==> config.mk <==
export PLATFORM = sky130hd
export DESIGN_NAME = task_generator
export DESIGN_NICKNAME = d
export VERILOG_FILES = /design/src/rtl/task_generator.sv
export SDC_FILE = /design/constraint.sdc
export NUM_CORES = 1
export LEC_CHECK = 0
export BUFFER_PORTS_ARGS = -buffer_cell sky130_fd_sc_hd__buf_2
export CAP_MARGIN = 10
export CORE_ASPECT_RATIO = 1.75
export CORE_MARGIN = 1
export CORE_UTILIZATION = 55
export CTS_CLUSTER_DIAMETER = 80
export DETAILED_ROUTE_END_ITERATION = 8
export GPL_ROUTABILITY_DRIVEN = 0
export PLACE_DENSITY = 0.8
export RECOVER_POWER = 25
export SYNTH_ARGS = -nofsm -noshare
export SYNTH_HDL_FRONTEND = slang
export SYNTH_SLANG_ARGS = --single-unit
==> constraint.sdc <==
create_clock -name clk -period 3.3 [get_ports clk]
set_input_delay 0.825 -clock clk [delete_from_list [all_inputs] [get_ports clk]]
set_output_delay 0.825 -clock clk [all_outputs]
set_load 0.005 [all_outputs]
==> src/rtl/task_generator.sv <==
// Pseudo-random (priority, duration) task source with valid/ready output, count and gap control.
// Optional per-priority transfer histogram when TASK_GEN_PRIO_HIST_EN is defined.
module task_generator #(
  parameter int DUR_W = 8,
  parameter int PRIO_W = 3,
  parameter int CNT_W = 16,
  parameter logic [15:0] SEED_DFLT = 16'hACE1
) (
  input  logic              clk,
  input  logic              reset_n,
  input  logic              start,
  input  logic              stop,
  input  logic [CNT_W-1:0]  cfg_count,
  input  logic [7:0]        cfg_gap,
  input  logic [15:0]       cfg_seed,
  input  logic [DUR_W-1:0]  cfg_dur_mask,
  output logic              task_valid,
  input  logic              task_ready,
  output logic [PRIO_W-1:0] task_priority,
  output logic [DUR_W-1:0]  task_duration,
  output logic              busy,
  output logic              done,
  output logic [CNT_W-1:0]  issued_count
`ifdef TASK_GEN_PRIO_HIST_EN
  ,
  output logic [4*CNT_W-1:0] prio_hist
`endif
);

  typedef enum logic [2:0] {IDLE, LOAD, ISSUE, GAP, DONE} state_t;

  localparam logic [15:0] LFSR_TAPS = 16'hB400;

  state_t             state_reg, state_next;
  logic [15:0]        lfsr_reg;
  logic [7:0]         gap_reg;
  logic [CNT_W-1:0]   issued_reg;
  logic [CNT_W-1:0]   cfg_count_reg;
  logic [7:0]         cfg_gap_reg;
  logic [DUR_W-1:0]   mask_reg;

  logic               transfer;
  logic               last_task;
  logic [DUR_W-1:0]   dur_raw;
  logic [15:0]        lfsr_step;

  assign transfer  = (state_reg == ISSUE) && task_ready;
  assign last_task = (cfg_count_reg != '0) && (CNT_W'(issued_reg + 1'b1) == cfg_count_reg);
  assign lfsr_step = (lfsr_reg >> 1) ^ (lfsr_reg[0] ? LFSR_TAPS : 16'h0000);
  assign dur_raw   = DUR_W'(lfsr_reg[15:8]) & mask_reg;

  // Payload is forced to zero outside ISSUE so idle outputs read as 0.
  assign task_valid    = (state_reg == ISSUE);
  assign task_priority = task_valid ? PRIO_W'(lfsr_reg[1:0]) : '0;
  assign task_duration = !task_valid ? '0 :
                         (&dur_raw)  ? dur_raw : dur_raw + DUR_W'(1);
  assign busy          = (state_reg == LOAD) || (state_reg == ISSUE) || (state_reg == GAP);
  assign done          = (state_reg == DONE);
  assign issued_count  = issued_reg;

  always_ff @(posedge clk or negedge reset_n) begin
    if (!reset_n) state_reg <= IDLE;
    else          state_reg <= state_next;
  end

  always_comb begin
    state_next = state_reg;
    case (state_reg)
      IDLE, DONE: if (start) state_next = LOAD;
      LOAD:       state_next = ISSUE;
      ISSUE: begin
        if (transfer) begin
          if (last_task || stop)      state_next = DONE;
          else if (cfg_gap_reg != '0) state_next = GAP;
        end
      end
      GAP: begin
        if (stop)              state_next = DONE;
        else if (gap_reg <= 1) state_next = ISSUE;
      end
      default: state_next = IDLE;
    endcase
  end

  always_ff @(posedge clk or negedge reset_n) begin
    if (!reset_n) begin
      lfsr_reg      <= SEED_DFLT;
      gap_reg       <= '0;
      issued_reg    <= '0;
      cfg_count_reg <= '0;
      cfg_gap_reg   <= '0;
      mask_reg      <= '0;
    end else begin
      case (state_reg)
        LOAD: begin
          lfsr_reg      <= (cfg_seed == 16'h0000) ? SEED_DFLT : cfg_seed;
          issued_reg    <= '0;
          cfg_count_reg <= cfg_count;
          cfg_gap_reg   <= cfg_gap;
          mask_reg      <= cfg_dur_mask;
        end
        ISSUE: begin
          if (transfer) begin
            issued_reg <= issued_reg + 1'b1;
            lfsr_reg   <= lfsr_step;
            gap_reg    <= cfg_gap_reg;
          end
        end
        GAP:     gap_reg <= gap_reg - 1'b1;
        default: ;
      endcase
    end
  end

`ifdef TASK_GEN_PRIO_HIST_EN
  genvar gi;
  generate
    for (gi = 0; gi < 4; gi++) begin : g_hist
      logic [CNT_W-1:0] hist_reg;
      always_ff @(posedge clk or negedge reset_n) begin
        if (!reset_n)
          hist_reg <= '0;
        else if (state_reg == LOAD)
          hist_reg <= '0;
        else if (transfer && (lfsr_reg[1:0] == 2'(gi)))
          hist_reg <= hist_reg + 1'b1;
      end
      assign prio_hist[gi*CNT_W +: CNT_W] = hist_reg;
    end
  endgenerate
`endif

endmodule

* After elaboration in Yosys (flattened, before gate mapping)
Cells that the tools add are included.
** Word-level totals
- Register bits after elaboration :: 75
- Word-level logic and storage cells :: 56
** Cells by class
- $add $sub $neg :: 3
- Order comparisons :: 1
- Eq/ne operators :: 9
- Mux-type cells :: 18
- Bitwise logic cells :: 2
- Reductions and logical operators :: 16
** Operator list (count)
- 2-to-1 mux 16 bit :: 4
- case mux 16 bit (2 select lines) :: 2
- 2-to-1 mux 8 bit :: 3
- 2-to-1 mux 3 bit :: 6
- adder 16 x 1 -> 16 bit, second input constant :: 1
- == test 16 bit :: 1
- logical NOT 16 bit :: 1
- case mux 8 bit (2 select lines) :: 1
- nonzero test 16 bit :: 1
- XOR 15 x 16 -> 16 bit :: 1
- case mux 3 bit (4 select lines) :: 1
- adder 8 x 1 -> 8 bit, second input constant :: 1
- AND 8 bit :: 1
- <= comparator 8 x 1 -> 1 bit, second input constant :: 1
- AND reduction 8 bit :: 1
- nonzero test 8 bit :: 1
- subtractor 8 x 1 -> 8 bit, second input constant :: 1
- == test 3 x 2 -> 1 bit, second input constant :: 2
- AND reduction 2 bit :: 2
- AND reduction 4 bit :: 1
- nonzero test 2 bit :: 2
- == test 3 x 1 -> 1 bit, second input constant :: 1
- == test 3 bit, second input constant :: 1
- logical NOT 3 bit :: 1
- other kinds (8) :: 11

* Depth between registers and ports, before layout
- Depth in word-level cells :: 7
- Mapped depth :: 9
- Gate-level depth less buffers :: 7

* Worst setup path before layout
No wires, ideal clock.
- Kind :: register to output
- Start point :: register lfsr_reg[11]
- End point :: output port task_duration[7]
- Arrival time :: 1871 ps
- Data required time :: 2475 ps
- Path slack :: 604 ps
- Stages on the path, launching flop included :: 6
- Path buffers :: 0
- Path through :: dfstp_2 nand2_1 nor4_1 nand3_1 or4_1 and3_1
** Between the ends
- Longest elaborated chain between the ends :: 4
- Elaborated cells between the ends (all ways) :: 5
** Ends and longest elaborated chain
- from (decl) :: RTL line 35 : logic [15:0] lfsr_reg;
- from (signal assigned) :: RTL line 96 : lfsr_reg <= (cfg_seed == 16'h0000) ? SEED_DFLT : cfg_seed;
- from (signal assigned) :: RTL line 105 : lfsr_reg <= lfsr_step;
- AND 8 bit * :: RTL line 50 : assign dur_raw = DUR_W'(lfsr_reg[15:8]) & mask_reg;
- adder 8 x 1 -> 8 bit / AND reduction 8 bit (equally long branches) :: RTL line 56 : (&dur_raw) ? dur_raw : dur_raw + DUR_W'(1);
- 2-to-1 mux 8 bit * :: RTL line 56
- 2-to-1 mux 8 bit * :: RTL line 55 : assign task_duration = !task_valid ? '0 :
- to (decl) :: RTL line 20 : output logic [DUR_W-1:0] task_duration,
Mark *: on every way between the ends. The rest lies on a longest branch, timed or not.

* Worst setup path after layout
- Start point :: register lfsr_reg[10]
- End point :: output port task_duration[7]
The elaborated chain is that of the path after synthesis.

==> reports/metrics.yaml <==
global_routing:
  grt-ovfl-total: 0
  grt_pass1_vias: 3866
  grtUsageMet2_pct: 47.61
  grt_max_degree: 44
  gr-usage-met3_pct: 7.655
  grtUsageTotal_pct: 29.49
  antenna_found_initial: 0
  met1_usage_pct: 35.24
  grt_pass1_wl_um: 17860
  grt_busiest_layer: "met2"
clock_network:
  cts_made_buffers: 9
  root_buffer: "clkbuf_16"
  clk_pin_slew_ns: 0.06
  hold_buffers: 0
  htree_levels: 3
  clk_path_buf_depth: 2
  cts_tree: "yes"
  clock-sinks: 75
  clock_latency_ns: 0.34
timing:
  rsz0062_at_grt: "false"
  period_share_pct: 96.62
  timing.slew.headroom_pct: -11.87
  fin_crit_ns: 3.188
  tightest_slew_ns: 1.678
  finalHoldViolCount: 0
  slew_viol_final: 32
  fin_setup_tns_ns: 0
  fin_skew_ns: 0.007079
  fmax_ghz: 0.3136
  setup_viol: 0
route:
  drt_iter0_drc: 351
  wl_per_cell_um: 16.11
  ant_nets: 0
  drc: 0
  routed_wl_um: 10840
  viasPerCell: 6.013
  drt-pass1-iter-count: 7
  vias: 4047
logic_synthesis:
  ys.warnings.count: 0
  syn_avg_cell_area_um2: 8.262
  synth_top_flop_cell: "dfrtp_1"
  synth-async-reset-ratio_pct: 100.0
  synthCells: 509
  syn_area_um2: 4205
  yosysUniqueCellTypes: 55
  synthTopCellsByCount: "nand2_1, dfrtp_1, o21ai_0"
  yosysSeqAreaShare_pct: 44.87
  synth.area.top_cells: "dfrtp_1, nand2_1, dfstp_2, o21ai_0, xnor2_1"
  ys_seq_elements: 75
  synth_top_area_share_pct: 39.87
  synth_top_cell_by_area: "dfrtp_1"
  yosysMostFrequentCell: "nand2_1"
  synth_edf_count: 0
  syn_nets: 566
run_status:
  status: "complete, but fails checks"
  violations: "capacitance limit, slew limit"
pwr:
  peakVddDrop_uv: 505.9
  powerDensity_nw_per_um2: 856.7
  leakage_nw: 2.372
floorplan:
  dieHeight_um: 117.7
  initial_utilization_pct: 57.73
  row_count: 41
  die_x_um: 68.10
  ios: 83
  dieArea_um2: 8014
  core_area_um2: 7284
worst_setup_path:
  arrival_ns: 2.36
  startpoint_type: "register"
  crit_fanout: 5
  crit_required_ns: 2.47
  end_kind: "primary output"
  max_stage_delay_ns: 0.54
  slowest_stage: "dfstp_2"
  path_cells: "nand2_1 -> nor4_4 -> nand3_1 -> or4_1 -> and3_1 -> buf_2"
  crit_type: "reg -> out"
worst_hold_path:
  hp-class: "reg -> reg"
placed_design:
  dp_hpwl_um: 7643
  place_area_um2: 4664
  place_inst: 657
  port_buffers: 81
run:
  cap_violations: 1
final_layout:
  area_growth_pct: 17.91
  n_fill_cell: 592
  fin_area_um2: 4959
  layout.cells.non_filler: 673
  nets: 640
  drive_gt1_share_pct: 20.95
  n_antenna_cell: 0
[cell usage in the layout (no fill, tap or decap), types with 4 or more instances in the layout]
cell	count
xor2_1	11
a22oi_1	7
xnor2_1	19
nor4_1	19
nor2_1	29
and3_1	6
and2_1	6
clkbuf_16	9
inv_1	8
o31ai_1	4
dfrtp_1	67
nand2_1	155
a21oi_1	17
ha_1	4
dfstp_2	8
nand3_1	12
buf_2	80
buf_4	9
nor3_1	8
clkbuf_1	5
nand4_1	6
o21ai_0	42
[power by group]
part / internal, W / switching [W] / leakage [nW]
Clock: 0.000580 / 0.000371 / 0.136
Sequential: 0.00132 / 0.000386 / 0.931
Combinational: 0.000635 / 0.000954 / 1.30
Total: 0.00254 / 0.00171 / 2.37
[kinds of logic after synthesis]
kind of cell	synth area share (%)
buffers and inverters	3.927
muxes	0.4761
adders and majority gates	1.190
and+or+nand+nor	27.79
xor gates and xnor gates	6.784
DFF	44.87
other	0.08917
AOI/OAI and AO/OA	14.88
[worst max-delay path: cells and delay by family, from the launching register on]
kind,cells,cell delay [ns]
buffers and inverters,1,0.12
and+or+nand+nor,5,1.36
DFF,1,0.54
[worst paths after layout]
check / startpoint / endpoint / slack [ns] / depth (start not counted)
min reg2reg: mask_reg[1] / mask_reg[1] / 0.47 / 2
max reg2reg: issued_count[0] / state_reg[1] / 0.62 / 7
max in group asynchronous: reset_n / mask_reg[3] / 0.71 / 2
min: mask_reg[1] / mask_reg[1] / 0.47 / 2
max: lfsr_reg[10] / task_duration[7] / 0.11 / 6
min in group asynchronous: reset_n / cfg_count_reg[5] / 0.91 / 1
[final cells by class]
class                      instances  area (um^2)  share of cell area, %
clock buffer                      12        236.5                  4.769
clock inverter                     3        40.04                 0.8075
inverter                           9        33.78                 0.6813
multi-input combinational        397         2178                  43.93
sequential                        75         1887                  38.05
tap                               86        107.6                  2.170
timing repair buffer              91        475.5                  9.589
[per-layer routing]
| metal | vias to the layer above | wire [um] |
|---|---|---|
| met3 | 29 | 618 |
| met2 | 172 | 5704 |
| met1 | 1934 | 4164 |
| met4 | 0 | 356 |
| met5 | - | 0 |
| li1 | 1912 | - |
[per-stage QoR]
stage | hold WS, ns | power (W) | setup WS (ns) | utilization, %
after floorplan | 0.4380 | 0.002753 | 0.6036 | -
after detailed placement | 0.4621 | 0.003273 | 0.2549 | 64.03
after global placement | 0.4540 | 0.003191 | 0.3602 | 64.03
final | 0.4720 | 0.004248 | 0.1117 | 68.07
after global routing | 0.4920 | 0.004557 | 0.04174 | 68.07
after CTS | 0.4761 | 0.004239 | 0.06398 | 67.91
[repair_timing]
action / CTS / global route
pin swaps: 0 / 1
setup buffers: 0 / 1
resized for setup: 1 / 1
setup endpoints to repair: 4 / 3
Power figures use the tool's default switching activity.
